## src/rtl/seg7_scan_pkg.sv

```systemverilog
// -----------------------------------------------------------------------------
// seg7_scan_pkg
// Shared types and helpers for the seven-segment scan controller.
//   scan_state_t : per-slot phase, GAP (all digits dark) or SHOW (one digit lit)
//   SEL_OFF      : all-ones active-low digit enable vector (no digit selected)
//   lz_mask()    : per-digit leading-zero blank vector for a packed hex value
// -----------------------------------------------------------------------------
package seg7_scan_pkg;

    localparam int MAX_DIGITS = 8;

    typedef enum logic {
        GAP  = 1'b0,
        SHOW = 1'b1
    } scan_state_t;

    localparam logic [MAX_DIGITS-1:0] SEL_OFF = '1;

    // Bit i is set when digit i and every more significant digit (up to n-1)
    // hold zero. Digit 0 is never flagged so a zero value still shows "0".
    function automatic logic [MAX_DIGITS-1:0] lz_mask(input logic [4*MAX_DIGITS-1:0] d,
                                                      input int n);
        logic [MAX_DIGITS-1:0] m;
        logic                  zero_above;
        m          = '0;
        zero_above = 1'b1;
        for (int i = MAX_DIGITS - 1; i >= 1; i--) begin
            if (i < n) begin
                zero_above = zero_above & (d[4*i +: 4] == 4'h0);
                m[i]       = zero_above;
            end
        end
        return m;
    endfunction

endpackage

```

## src/rtl/seg7_tick_gen.sv

```systemverilog
// -----------------------------------------------------------------------------
// seg7_tick_gen
// Refresh prescaler for one digit slot. Counts 0..DIV-1 and wraps.
//   clk      in  : clock
//   reset    in  : synchronous active-high reset, forces the count to 0
//   in_gap   out : count is in the dark gap at the start of the slot (cnt < GAP)
//   slot_end out : count is at its last value (cnt == DIV-1)
// -----------------------------------------------------------------------------
module seg7_tick_gen #(
    parameter int DIV = 50000,
    parameter int GAP = 2
) (
    input  logic clk,
    input  logic reset,
    output logic in_gap,
    output logic slot_end
);

    localparam int CW = (DIV > 1) ? $clog2(DIV) : 1;

    logic [CW-1:0] cnt_reg;

    assign slot_end = (cnt_reg == CW'(DIV - 1));
    assign in_gap   = (cnt_reg < CW'(GAP));

    always_ff @(posedge clk) begin
        if (reset) begin
            cnt_reg <= '0;
        end else if (slot_end) begin
            cnt_reg <= '0;
        end else begin
            cnt_reg <= cnt_reg + 1'b1;
        end
    end

endmodule

```

## src/rtl/seg7_scan_ctrl.sv

```systemverilog
// -----------------------------------------------------------------------------
// seg7_scan_ctrl
// Time-multiplexed scan controller for NUM_DIGITS common-anode digits sharing
// one external seg7 decoder. Double-buffered value, frame-synchronous commit,
// anti-ghosting gap, leading-zero blanking and lamp test.
//   clk         in  : clock
//   reset       in  : synchronous active-high reset
//   value_in    in  : hex value, nibble i -> digit i
//   load        in  : strobe, captures value_in into the pending buffer
//   lzb_en      in  : leading-zero blanking enable (level)
//   lamp_req    in  : lamp test request (level, sampled at frame end)
//   dig_bin     out : decoder bin_in
//   dig_blank   out : decoder blank, active-low
//   dig_test    out : decoder test, active-low
//   dig_sel     out : one-hot active-low digit enables
//   frame_done  out : one-cycle pulse after each frame end
//   lamp_active out : high throughout a lamp-test frame
// All outputs are registered from the previous cycle's scan state.
// -----------------------------------------------------------------------------
module seg7_scan_ctrl
    import seg7_scan_pkg::*;
#(
    parameter int NUM_DIGITS = 4,
    parameter int DIV        = 50000,
    parameter int GAP        = 2
) (
    input  logic                    clk,
    input  logic                    reset,
    input  logic [4*NUM_DIGITS-1:0] value_in,
    input  logic                    load,
    input  logic                    lzb_en,
    input  logic                    lamp_req,
    output logic [3:0]              dig_bin,
    output logic                    dig_blank,
    output logic                    dig_test,
    output logic [NUM_DIGITS-1:0]   dig_sel,
    output logic                    frame_done,
    output logic                    lamp_active
);

    localparam int              IDX_W    = (NUM_DIGITS > 1) ? $clog2(NUM_DIGITS) : 1;
    localparam logic [IDX_W-1:0] IDX_LAST = IDX_W'(NUM_DIGITS - 1);

    logic in_gap;
    logic slot_end;

    seg7_tick_gen #(
        .DIV (DIV),
        .GAP (GAP)
    ) u_tick (
        .clk      (clk),
        .reset    (reset),
        .in_gap   (in_gap),
        .slot_end (slot_end)
    );

    logic [IDX_W-1:0]        idx_reg;
    logic [4*NUM_DIGITS-1:0] disp_reg;
    logic [4*NUM_DIGITS-1:0] pend_reg;
    logic                    pend_v_reg;
    logic                    lamp_reg;

    scan_state_t             state;
    logic                    frame_end;
    logic [NUM_DIGITS-1:0]   lz_blank;
    logic [NUM_DIGITS-1:0]   sel_show;

    assign state     = in_gap ? seg7_scan_pkg::GAP : SHOW;
    assign frame_end = slot_end && (idx_reg == IDX_LAST);

    // Blanking never applies during a lamp frame so every segment can be seen.
    assign lz_blank = NUM_DIGITS'(lz_mask((4*MAX_DIGITS)'(disp_reg), NUM_DIGITS))
                    & {NUM_DIGITS{lzb_en & ~lamp_reg}};

    for (genvar gi = 0; gi < NUM_DIGITS; gi++) begin : g_sel
        assign sel_show[gi] = (idx_reg != IDX_W'(gi));
    end

    always_ff @(posedge clk) begin
        if (reset) begin
            idx_reg     <= '0;
            disp_reg    <= '0;
            pend_reg    <= '0;
            pend_v_reg  <= 1'b0;
            lamp_reg    <= 1'b0;
            dig_sel     <= SEL_OFF[NUM_DIGITS-1:0];
            dig_blank   <= 1'b0;
            dig_test    <= 1'b1;
            dig_bin     <= 4'h0;
            frame_done  <= 1'b0;
            lamp_active <= 1'b0;
        end else begin
            // idx only moves at slot end, which is always followed by a gap,
            // so the enable vector is all ones whenever the digit changes.
            if (slot_end) begin
                idx_reg <= frame_end ? '0 : idx_reg + 1'b1;
            end

            // Commit uses the pending buffer as it stood before this cycle; a
            // load landing on the same edge stays pending for the next frame.
            if (frame_end) begin
                if (pend_v_reg) begin
                    disp_reg <= pend_reg;
                end
                pend_v_reg <= 1'b0;
                lamp_reg   <= lamp_req;
            end
            if (load) begin
                pend_reg   <= value_in;
                pend_v_reg <= 1'b1;
            end

            dig_bin     <= disp_reg[4*idx_reg +: 4];
            frame_done  <= frame_end;
            lamp_active <= lamp_reg;

            case (state)
                seg7_scan_pkg::GAP: begin
                    dig_sel   <= SEL_OFF[NUM_DIGITS-1:0];
                    dig_blank <= 1'b0;
                    dig_test  <= 1'b1;
                end
                default: begin
                    dig_sel   <= sel_show;
                    dig_blank <= ~lz_blank[idx_reg];
                    dig_test  <= ~lamp_reg;
                end
            endcase
        end
    end

endmodule

```

## config.mk

```make
export PLATFORM = sky130hd
export DESIGN_NAME = seg7_scan_ctrl
export DESIGN_NICKNAME = d
export VERILOG_FILES = /design/src/rtl/seg7_scan_pkg.sv /design/src/rtl/seg7_tick_gen.sv /design/src/rtl/seg7_scan_ctrl.sv
export SDC_FILE = /design/constraint.sdc
export NUM_CORES = 1
export LEC_CHECK = 0
export BUFFER_PORTS_ARGS = -buffer_cell sky130_fd_sc_hd__buf_2
export CORE_MARGIN = 2
export CORE_UTILIZATION = 55
export DETAILED_ROUTE_END_ITERATION = 8
export PLACE_DENSITY = 0.76
export SYNTH_ARGS = -nofsm -noshare
export SYNTH_HDL_FRONTEND = slang
export SYNTH_SLANG_ARGS = --single-unit
export TNS_END_PERCENT = 30
```

## constraint.sdc

```tcl
create_clock -name clk -period 2.65 [get_ports clk]
set_input_delay 0.53 -clock clk [delete_from_list [all_inputs] [get_ports clk]]
set_output_delay 0.53 -clock clk [all_outputs]
set_load 0.05 [all_outputs]
```

# After elaboration in Yosys (flattened, before gate mapping)
# Cells that the tools add are included.
# op_classes
shift	1
order_cmp	2
n_addsub	2
n_reduce_logical	9
n_mux	5
bitwise	6
eq_ne	5
# op_table
op	count
16-bit by 1-bit adder with 16-bit output, second input constant	1
16-bit == test, second input constant	1
16-bit by 2-bit less-than comparator with 1-bit output, second input constant	1
16-bit by 5-bit variable part select with 4-bit output	1
4-bit zero test	3
4-bit bitwise AND	1
2-bit != test, second input constant	2
2-bit nonzero test	2
2-bit OR reduction	2
1-bit bitwise AND	3
2-bit by 3-bit less-than comparator with 1-bit output, second input constant	1
1-bit 2-to-1 mux	3
2-bit by 1-bit adder with 2-bit output, second input constant	1
1-bit binary-select mux with 2-bit select	1
2-bit == test, second input constant	1
2-bit 2-to-1 mux	1
2-bit by 1-bit != test with 1-bit output, second input constant	1
1-bit NOT	2
2-bit AND reduction	1
1-bit logical AND	1
# word_totals
regBits	64
word_cells	42
out_inout_bits	12
in_bits	21

# Logic depth before layout (Yosys ltp)
# Gate-level depths: netlist of run 1.
# depth
ltp_word	7
ltp_mapped	6
depth_no_buf	5

# Modules after synthesis
# Synthesis of run 1 repeated with hierarchy kept, for this count alone.
# unflattened
cells_unflattened	271
area_unflattened_um2	2571.2
# modules_own_cells
mod	seq_area_each_um2	area_per_inst_um2	instances	cells_each
seg7_scan_ctrl	960.9	1814.2	1	183
seg7_tick_gen	320.3	757.0	1	88

# Least setup slack after synthesis of run 1
# OpenSTA, ideal clock, no wires.
# synth_timing
kind	flip-flop to flip-flop
from	register u_tick.cnt_reg[12]
to	register disp_reg[0]
setup_ps	132
arrival_ps	1776
slack_ps	742
synth_period_minus_slack_ps	1908
path_buffers	1
required_time_ps	2518
stages_incl_launch_ff	6
path_cell_list	dfxtp_1 or4_4 or4_4 buf_6 o21ai_1 a21oi_1
# synth_via
elab_chain_len	3
# synth_lines
item	line	text
start, declared	seg7_tick_gen.sv:21	logic [CW-1:0] cnt_reg;
start signal, assigned	seg7_tick_gen.sv:32	cnt_reg <= cnt_reg + 1'b1;
16-bit == test	seg7_tick_gen.sv:23	assign slot_end = (cnt_reg == CW'(DIV - 1));
1-bit logical AND	seg7_scan_ctrl.sv:69	assign frame_end = slot_end && (idx_reg == IDX_LAST);
2-bit AND reduction (no line)	-	
end signal, assigned	seg7_scan_ctrl.sv:103	disp_reg <= pend_reg;
end, declared	seg7_scan_ctrl.sv:58	logic [4*NUM_DIGITS-1:0] disp_reg;
# No other way between the ends.
# A chain may end at the register's enable or synchronous reset.

# Final worst setup path of run 1
# layout_timing
from	register u_tick.cnt_reg[12]
to	register u_tick.cnt_reg[6]
# layout_via
elab_chain_len	2
# layout_lines
item	line
16-bit == test	seg7_tick_gen.sv:23
2-bit OR reduction (no line)	-
# No other way between the ends.

==> impl_metrics.csv, run 1 <==
group,metric,value,unit
place,dp_hpwl,3400,µm
critical_path,critPathMaxStageDelay,0.69,ns
yosys,syn_inst,275,
die,ios,33,
power,power_density,668,mW/mm²
clock_tree,cts.clk_slew.worst_paths,0.07,ns
clock_tree,clock-sinks,64,
clock_tree,postCtsSetupRepairBufs,0,
yosys,netlist_area,0.00260,mm²
die,die_h,72.7,µm
worst_hold_path,hold_class,"input port to register",
power,leakage,1.13,nW
outcome,status,"finished clean",
critical_path,cp.required,2.87,ns
critical_path,crit_chain,"or4_4 -> or4_4 -> nand2b_2 -> nor2_1",
critical_path,start_kind,"register",
yosys,yosysTopAreaCellShare,49.3,%
power,power.total,0.00199,W
clock_tree,cts_tree,"yes",
place,gp_congestion,0.871,
clock_tree,postCtsHoldBufs,0,
global_route,grt_pass1_wl,8530,µm
finish,regArea,0.00128,mm²
sta,relSlewSlack,66.4,%
finish,multi_input_area,0.00119,mm²
die,rows,25,
sta,setup_viol,0,
global_route,gr-total-overflow,0,
route,routedWlPerCell,13.7,µm
finish,final_util,64.3,%
clock_tree,cts_buffers,9,
clock_tree,cts_resized,0,
sta,hold_violations,0,
route,viasPerCell,5.64,
critical_path,cp_common_cell,"or4_4",
yosys,synth_cell_types,30,
route,dr.pass1.iters,4,
die,start_util,56.1,%
clock_tree,cts-root-buf,"clkbuf_8",
critical_path,end_kind,"register",
route,drt_iter0_markers,169,
sta,clock.fmax,0.472,GHz
sta,worst_pin_slew,0.505,ns
place,dp_slack,0.545,ns
sta,min_period,2.12,ns
sta,layout_worst_path_cycle_share,80.0,%
sta,slew_viol_final,0,
route,drc,0,
global_route,grt_start_max_net_pins,26,
finish,diodes,0,
flow_run,drv_cap,0,
die,floorplan.die.width,72.7,µm
clock_tree,insertion_delay,0.35,ns
critical_path,cp_max_fo,22,
yosys,yosysWarnings,0,
clock_tree,clockBufferDepth,2,
yosys,ys_ff_latch,64,
route,wirelength,4960,µm
die,die-area,0.00529,mm²
finish,fin_nets,330,
finish,area_delta_synth_final,14.6,%
global_route,grt_pass1_vias,1797,
global_route,antenna_found_initial,0,
yosys,yosysSeqAreaShare,49.3,%
critical_path,arrival,2.35,ns
route,ant_nets,0,
power,vdd_drop_max,318,µV
global_route,grt_usage,21.3,%
yosys,synthTopCellsByArea,"dfxtp_1 (49%), mux2i_1 (6.2%), a21oi_1 (4.6%)",
route,dr_total_vias,2049,
clock_tree,cts_max_level,3,
sta,setup_ws,0.529,ns
sta,setup_tns,0,ns
place,io_buffer_count,32,
sta,clock_skew,0.00664,ns
yosys,yosys.area.top_type,"dfxtp_1",
finish,num-fill-cells,398,
sta,rsz0062_at_grt,"false",
die,fp.coreArea,0.00463,mm²
critical_path,crit_type,"register to register",
yosys,synthesis.nets,301,
yosys,avgSynthCellArea,9.45,µm²
finish,drive_gt1_share,19.4,%
critical_path,slowest_stage,"or4_4",
==> cells in the final DEF (no fill, tap or decap) <==
master,n
a21oi_1,24
buf_2,32
buf_4,4
bufinv_16,1
clkbuf_1,1
clkbuf_8,13
clkinv_2,1
dfxtp_1,64
ha_1,5
inv_1,9
mux2i_1,16
mux4_2,4
nand2_1,14
nand2b_2,1
nand3_1,8
nand3b_1,1
nand4_1,19
nor2_1,32
nor2b_1,5
nor3_1,4
nor4_1,7
nor4_4,1
o21ai_0,3
o21ai_1,17
o31ai_1,2
or2_2,1
or3_1,3
or4_1,4
or4_4,2
xnor2_1,9
xor2_1,2
==> worst paths after layout <==
check                startpoint           endpoint  slack, ns  depth (start not counted)
max          u_tick.cnt_reg[12]  u_tick.cnt_reg[6]       0.53                          4
min                value_in[11]       pend_reg[11]       0.41                          3
max reg2reg  u_tick.cnt_reg[12]  u_tick.cnt_reg[6]       0.53                          4
min reg2reg            lamp_reg           dig_test       0.43                          1
==> critical path: cells and delay by family, from the launching register on <==
kind	cells	cell delay [ns]
AND/OR/NAND/NOR	4	1.65
flip-flops	1	0.33
==> routing by layer <==
| metal | GRT usage (%) | vias to the layer above | routed length [µm] |
|---|---|---|---|
| met5 | 0 | - | 0 |
| met2 | 30.4 | 40 | 2220 |
| met4 | 10.1 | 0 | 115 |
| li1 | - | 1033 | - |
| met1 | 28.5 | 962 | 2370 |
| met3 | 8.15 | 14 | 250 |
==> synth_stat cells <==
master    number
nor2_1        32
o21ai_0        3
nor4_4         1
mux4_2         4
nand4_1       19
clkbuf_1      10
xor2_1         2
nor2b_1        5
buf_2          2
or2_2          1
or4_4          2
nand3_1        8
nor4_1         7
nand3b_1       1
nand2_1       14
or3_1          3
buf_4          1
inv_1          9
nor3_1         4
mux2i_1       16
o31ai_1        2
buf_1          2
o21ai_1       17
buf_6          3
xnor2_1        9
ha_1           5
nand2b_2       1
a21oi_1       24
dfxtp_1       64
or4_1          4
==> cell families after synthesis <==
kind of cell               count (synthesis)  synth area share, %
and+or+nand+nor                          102                 20.9
DFF                                       64                 49.3
xor gates and xnor gates                  11                 3.71
adders and majority gates                  5                 2.41
muxes                                     20                 9.63
AOI/OAI and AO/OA                         46                 9.06
buffers and inverters                     27                 5.01
==> through the flow <==
| step | hold WS [ns] | instance area, µm² | cells |
|---|---|---|---|
| floorplan | 0.378 | 2600 | 275 |
| global placement | 0.420 | 2760 | 347 |
| detailed placement | 0.420 | 2760 | 347 |
| CTS | 0.401 | 2980 | 363 |
| global route | 0.423 | 2980 | 363 |
| finish | 0.414 | 2980 | 363 |
==> power by group <==
| group | leakage [nW] | internal, W | switching (W) |
|---|---|---|---|
| clock | 0.113 | 0.000536 | 0.000359 |
| combinational | 0.495 | 0.0000371 | 0.0000571 |
| sequential | 0.520 | 0.000984 | 0.0000140 |
==> cell type report <==
class / count / area share, %
clock buffers: 14 / 6.14
repair buffers: 36 / 6.39
flip-flops and latches: 64 / 43.0
multi-input cells: 184 / 39.8
clock inverters: 2 / 1.18
inverters: 9 / 1.13
well taps: 54 / 2.27
Power figures use the tool's default switching activity.
==> run 2: changes to the inputs <==
--- a/config.mk
+++ b/config.mk
@@ -7,9 +7,9 @@
 export LEC_CHECK = 0
 export BUFFER_PORTS_ARGS = -buffer_cell sky130_fd_sc_hd__buf_2
 export CORE_MARGIN = 2
-export CORE_UTILIZATION = 55
+export CORE_UTILIZATION = 51
 export DETAILED_ROUTE_END_ITERATION = 8
-export PLACE_DENSITY = 0.76
+export PLACE_DENSITY = 0.74
 export SYNTH_ARGS = -nofsm -noshare
 export SYNTH_HDL_FRONTEND = slang
 export SYNTH_SLANG_ARGS = --single-unit
==> constraint.sdc (replaced) <==
create_clock -name clk -period 1.8 [get_ports clk]
set_input_delay 0.36 -clock clk [delete_from_list [all_inputs] [get_ports clk]]
set_output_delay 0.36 -clock clk [all_outputs]
set_load 0.05 [all_outputs]
==> run 2 against run 1 <==
  * The flow now finishes with violations (negative setup slack)
  * Non-clock buffer count increased by 22
  * Global-route usage decreased by 0.53 points
  * Hold slack got worse by 0.15 ns
  * Clock-buffer cell count increased by 1
  * Utilization increased by 1.5 points
  * Worst setup slack got worse by 0.66 ns
  * Clock skew increased by 0.00074 ns
  * Critical endpoint is now disp_reg[15]
==> impl_metrics.csv, run 2 (synthesis results as in run 1) <==
group,metric,value,unit
outcome,status,"finished with violations",
outcome,violations,"negative setup slack",
sta,min_period,1.93,ns
critical_path,start_kind,"register",
place,gp_congestion,0.906,
finish,final_cell_mix,"dfxtp_1 (63), nor2_1 (32), buf_2 (32)",
place,io_buffer_count,32,
global_route,gr-total-overflow,0,
power,vdd_drop_max,435,µV
die,floorplan.die.width,75.4,µm
global_route,grt_pass1_wl,8860,µm
die,die_h,75.4,µm
critical_path,crit_type,"register to register",
clock_tree,cts_buffers,9,
sta,worst_pin_slew,0.662,ns
clock_tree,clock-sinks,64,
die,start_util,53.9,%
clock_tree,insertion_delay,0.33,ns
critical_path,arrival,2.14,ns
finish,design_area,0.00317,mm²
worst_hold_path,min_path_cells,3,
critical_path,r2r_slack,-0.13,ns
critical_path,ff2ff_path_depth,5,
sta,setup_ws,-0.133,ns
route,dr.pass1.iters,5,
die,die-area,0.00568,mm²
critical_path,cp_max_fo,15,
power,power_density,848,mW/mm²
route,dr_total_vias,2170,
route,ant_nets,0,
worst_hold_path,hold_class,"input port to register",
critical_path,end_kind,"register",
critical_path,cp.required,2.01,ns
die,rows,25,
die,ios,33,
clock_tree,postCtsHoldBufs,0,
sta,clock.fmax,0.517,GHz
finish,diodes,0,
sta,setup_viol,36,
clock_tree,clockBufferDepth,2,
global_route,grt_pass1_vias,1977,
route,drt_iter0_markers,115,
global_route,antenna_found_initial,0,
clock_tree,cts_max_level,3,
sta,hold_violations,0,
flow_run,drv_cap,0,
worst_hold_path,min_from,"value_in[5]",
sta,rsz0062_at_grt,"true",
finish,drive_gt1_share,27.0,%
critical_path,r2r-start,"u_tick.cnt_reg[7]",
global_route,grt_start_max_net_pins,26,
power,leakage,1.23,nW
clock_tree,cts_tree,"yes",
route,drc,0,
critical_path,r2r-end,"disp_reg[15]",
finish,area_delta_synth_final,22.1,%
die,fp.coreArea,0.00482,mm²
sta,clock_skew,0.00738,ns
route,wirelength,5340,µm
route,viasPerCell,5.47,
place,dp.cells,382,
finish,fin_nets,352,
worst_hold_path,worstHoldEndpoint,"pend_reg[5]",
place,post_dp_cell_area,0.00297,mm²
place,dp_hpwl,3690,µm
clock_tree,cts.clk_slew.worst_paths,0.07,ns
sta,slew_viol_final,0,
clock_tree,cts-root-buf,"clkbuf_8",
finish,final_common_cell,"dfxtp_1",
sta,relSlewSlack,55.8,%
finish,final_cell_count_no_fill,397,
global_route,grt_usage,20.8,%
sta,layout_worst_path_cycle_share,107,%
route,routedWlPerCell,13.5,µm
power,power.total,0.00269,W
run 2: cell count changes in the layout (fill, tap and decap cells not counted), moves of 2 or more:
cell      previous run  this run
a21oi_2              0         2
o21ai_1             17        10
clkbuf_1             1         4
a21oi_1             24        22
o21ai_2              0         8
buf_12               0         2
clkbuf_8            13        11
buf_4                4        24
run 2: per-layer routing:
metal | global-route usage (%) | wire, µm | up-vias
li1 | - | - | 1076
met1 | 27.1 | 2520 | 1043
met2 | 32.7 | 2530 | 44
met3 | 4.63 | 217 | 7
met4 | 10.3 | 78 | 0
met5 | 0 | 0 | -
run 2: layout make-up:
type                       count  area [µm²]
clock buffer                  15         166
multi-input combinational    184        1220
tap                           67        83.8
sequential                    64        1280
inverter                       9        33.8
fill                         413        1650
timing repair buffer          58         380
run 2: power breakdown:
group          internal [W]  total [W]  switching, W
logic             0.0000606   0.000150     0.0000889
registers           0.00145    0.00147     0.0000189
clock network      0.000571    0.00107      0.000500
total               0.00208    0.00269      0.000608
run 2: worst max-delay path by stage:
stage | slack [ns] | cells after the start | startpoint | endpoint
after floorplan | -0.07 | 5 | u_tick.cnt_reg[7] | lamp_reg
after global placement | -0.12 | 5 | u_tick.cnt_reg[7] | disp_reg[15]
after detailed placement | -0.17 | 5 | u_tick.cnt_reg[7] | disp_reg[15]
after CTS | -0.13 | 5 | u_tick.cnt_reg[7] | disp_reg[15]
after global routing | -0.20 | 4 | idx_reg[0] | disp_reg[12]
final | -0.13 | 5 | u_tick.cnt_reg[7] | disp_reg[15]
run 2: what timing repair did:
item | CTS | global route
pin swaps | 1 | 1
endpoints found under the setup margin | 36 | 36
setup buffers | 0 | 0
gates resized for setup | 1 | 10
cloned | 0 | 0
run 2: metrics by stage:
stage	hold slack (ns)	setup TNS, ns	worst slack, ns	util (%)
finish	0.264	-3.44	-0.133	65.8
global placement	0.425	-2.33	-0.117	61.6
global route	0.273	-5.53	-0.197	65.8
floorplan	0.378	-1.88	-0.0745	-
CTS	0.253	-3.56	-0.133	65.0
detailed placement	0.418	-3.12	-0.165	61.6
run 2: worst max-delay path, cell delays in order, from the launching register on:
cell and delay (ns):
dfxtp_2 0.32, or4_4 0.53, or4_4 0.56, buf_12 0.18, o21ai_2 0.14, a21oi_1 0.08
==> run 3: changes to the inputs <==
--- a/config.mk
+++ b/config.mk
@@ -10,6 +10,7 @@
 export CORE_UTILIZATION = 51
 export DETAILED_ROUTE_END_ITERATION = 8
 export PLACE_DENSITY = 0.74
+export SKIP_LAST_GASP = 1
 export SYNTH_ARGS = -nofsm -noshare
 export SYNTH_HDL_FRONTEND = slang
 export SYNTH_SLANG_ARGS = --single-unit
==> run 3 against run 2 <==
  * Largest cell class unchanged
  * The flow still finishes with violations (negative setup slack)
  * Critical path type unchanged
  * Sequential share of layout area barely moved
  * Die area is the same
  * Worst setup slack worse by 0.024 ns
==> impl_metrics.csv, run 3 (synthesis results as in run 1) <==
group,metric,value,unit
outcome,status,"finished with violations",
outcome,violations,"negative setup slack",
route,drc,0,
finish,num-fill-cells,408,
clock_tree,cts.clk_slew.worst_paths,0.07,ns
global_route,antenna_found_initial,0,
sta,clock_skew,0.00695,ns
die,die-area,0.00568,mm²
route,routedWlPerCell,13.8,µm
die,floorplan.die.width,75.4,µm
finish,diodes,0,
place,dp.cells,382,
worst_hold_path,hold_class,"input port to register",
route,dr.pass1.iters,4,
finish,final_util,65.9,%
place,io_buffer_count,32,
finish,fin_nets,355,
sta,worst_pin_slew,0.496,ns
critical_path,critPathMaxStageDelay,0.57,ns
power,leakage,1.24,nW
power,vdd_drop_max,434,µV
global_route,grt_start_max_net_pins,26,
sta,setup_viol,36,
finish,drive_gt1_share,24.6,%
critical_path,slowest_stage,"or4_4",
finish,final_common_cell,"dfxtp_1",
die,rows,25,
clock_tree,clockBufferDepth,2,
sta,layout_worst_path_cycle_share,109,%
route,ant_nets,0,
critical_path,cp_common_cell,"or4_4",
sta,clock.fmax,0.511,GHz
sta,relSlewSlack,66.9,%
route,dr_total_vias,2173,
sta,min_period,1.96,ns
global_route,grt_pass1_vias,1977,
critical_path,crit_start,"u_tick.cnt_reg[7]",
finish,area_delta_synth_final,22.2,%
critical_path,arrival,2.15,ns
global_route,grt_usage,20.8,%
clock_tree,cts_buffers,9,
sta,setup_ws,-0.157,ns
finish,regArea,0.00128,mm²
sta,hold_violations,0,
die,fp.coreArea,0.00482,mm²
place,gp_congestion,0.906,
finish,multi_input_area,0.00119,mm²
clock_tree,cts-root-buf,"clkbuf_8",
die,die_h,75.4,µm
critical_path,cp_top_family,"simple AND/OR/NAND/NOR gates",
critical_path,end_kind,"register",
power,power_density,847,mW/mm²
critical_path,cp.depth,5,
critical_path,r2r-end,"pend_v_reg",
critical_path,critPathCapture,"pend_v_reg",
die,start_util,53.9,%
route,wirelength,5510,µm
global_route,grt_pass1_wl,8860,µm
critical_path,crit_type,"register to register",
global_route,gr-total-overflow,0,
sta,slew_viol_final,0,
die,ios,33,
critical_path,crit_chain,"or4_4 -> or4_4 -> buf_4 -> o21ai_1 -> a21oi_1",
place,dp_hpwl,3690,µm
critical_path,r2r-start,"u_tick.cnt_reg[7]",
clock_tree,cts_max_level,3,
critical_path,start_kind,"register",
critical_path,cp.required,2.00,ns
critical_path,ff2ff_path_depth,5,
route,viasPerCell,5.43,
sta,hold_ws,0.266,ns
clock_tree,insertion_delay,0.33,ns
sta,rsz0062_at_grt,"true",
critical_path,r2r_slack,-0.16,ns
sta,setup_tns,-3.62,ns
critical_path,crit_buf_inv,1,
finish,final_cell_count_no_fill,400,
flow_run,drv_cap,0,
finish,final_cell_mix,"dfxtp_1 (63), nor2_1 (32), buf_2 (32)",
clock_tree,cts_tree,"yes",
clock_tree,clock-sinks,64,
route,drt_iter0_markers,126,
critical_path,cp_max_fo,6,
[run 3: changes by cell type in the layout (fill, tap and decap cells not counted)]
| cell | delta |
|---|---|
| o21ai_2 | -8 |
| a21oi_1 | +2 |
| o21ai_1 | +8 |
| a21oi_2 | -2 |
| clkbuf_16 | +1 |
| buf_4 | +2 |
[run 3: worst reg2reg max path, cell delays in order, from the launching register on]
cell and delay (ns):
dfxtp_2 0.32, or4_4 0.53, or4_4 0.57, buf_4 0.18
o21ai_1 0.14, a21oi_1 0.09
[run 3: what timing repair did]
| item | in CTS | in global routing |
|---|---|---|
| gates cloned | 0 | 1 |
| pin swaps | 0 | 4 |
| resized for setup | 1 | 0 |
| endpoints found under the setup margin | 36 | 36 |
| hold buffers | 0 | 0 |
| buffers inserted | 0 | 2 |
[run 3: worst min-delay path by stage]
stage	startpoint	to	slack, ns	cells past startpoint
after floorplan	lamp_reg	dig_test	0.38	1
after global placement	lamp_reg	dig_test	0.43	1
after detailed placement	lamp_reg	dig_test	0.42	1
after CTS	value_in[1]	pend_reg[1]	0.25	3
after global routing	value_in[0]	pend_reg[0]	0.27	3
final	value_in[0]	pend_reg[0]	0.27	3
[run 3: layout make-up]
type,instances,area share [%]
Sequential cell,64,40.4
Multi-Input combinational cell,184,37.4
Timing Repair Buffer,61,13.2
Clock buffer,15,5.24
Tap cell,67,2.64
Inverter,9,1.06
[run 3: where the power goes]
group | internal, W | switching, W | total, W | leakage (nW)
Clock | 0.000571 | 0.000500 | 0.00107 | 0.0838
Combinational | 0.0000606 | 0.0000888 | 0.000149 | 0.638
Sequential | 0.00145 | 0.0000190 | 0.00147 | 0.521
Total | 0.00208 | 0.000607 | 0.00269 | 1.24
[run 3: metal layers]
metal,routed length [µm],vias up,track usage [%]
met5,0,-,0
met1,2590,1036,27.1
li1,-,1083,-
met3,219,6,4.63
met4,69,0,10.3
met2,2630,48,32.7
[run 3: metrics by stage]
stage          setup WS [ns]  power, W  cell area (µm²)
6_report              -0.157   0.00269             3170
5_1_grt               -0.209   0.00280             3170
4_1_cts               -0.133   0.00271             3130
3_5_place_dp          -0.165   0.00165             2970
3_3_place_gp          -0.117   0.00164             2970
2_1_floorplan        -0.0745   0.00160             2600
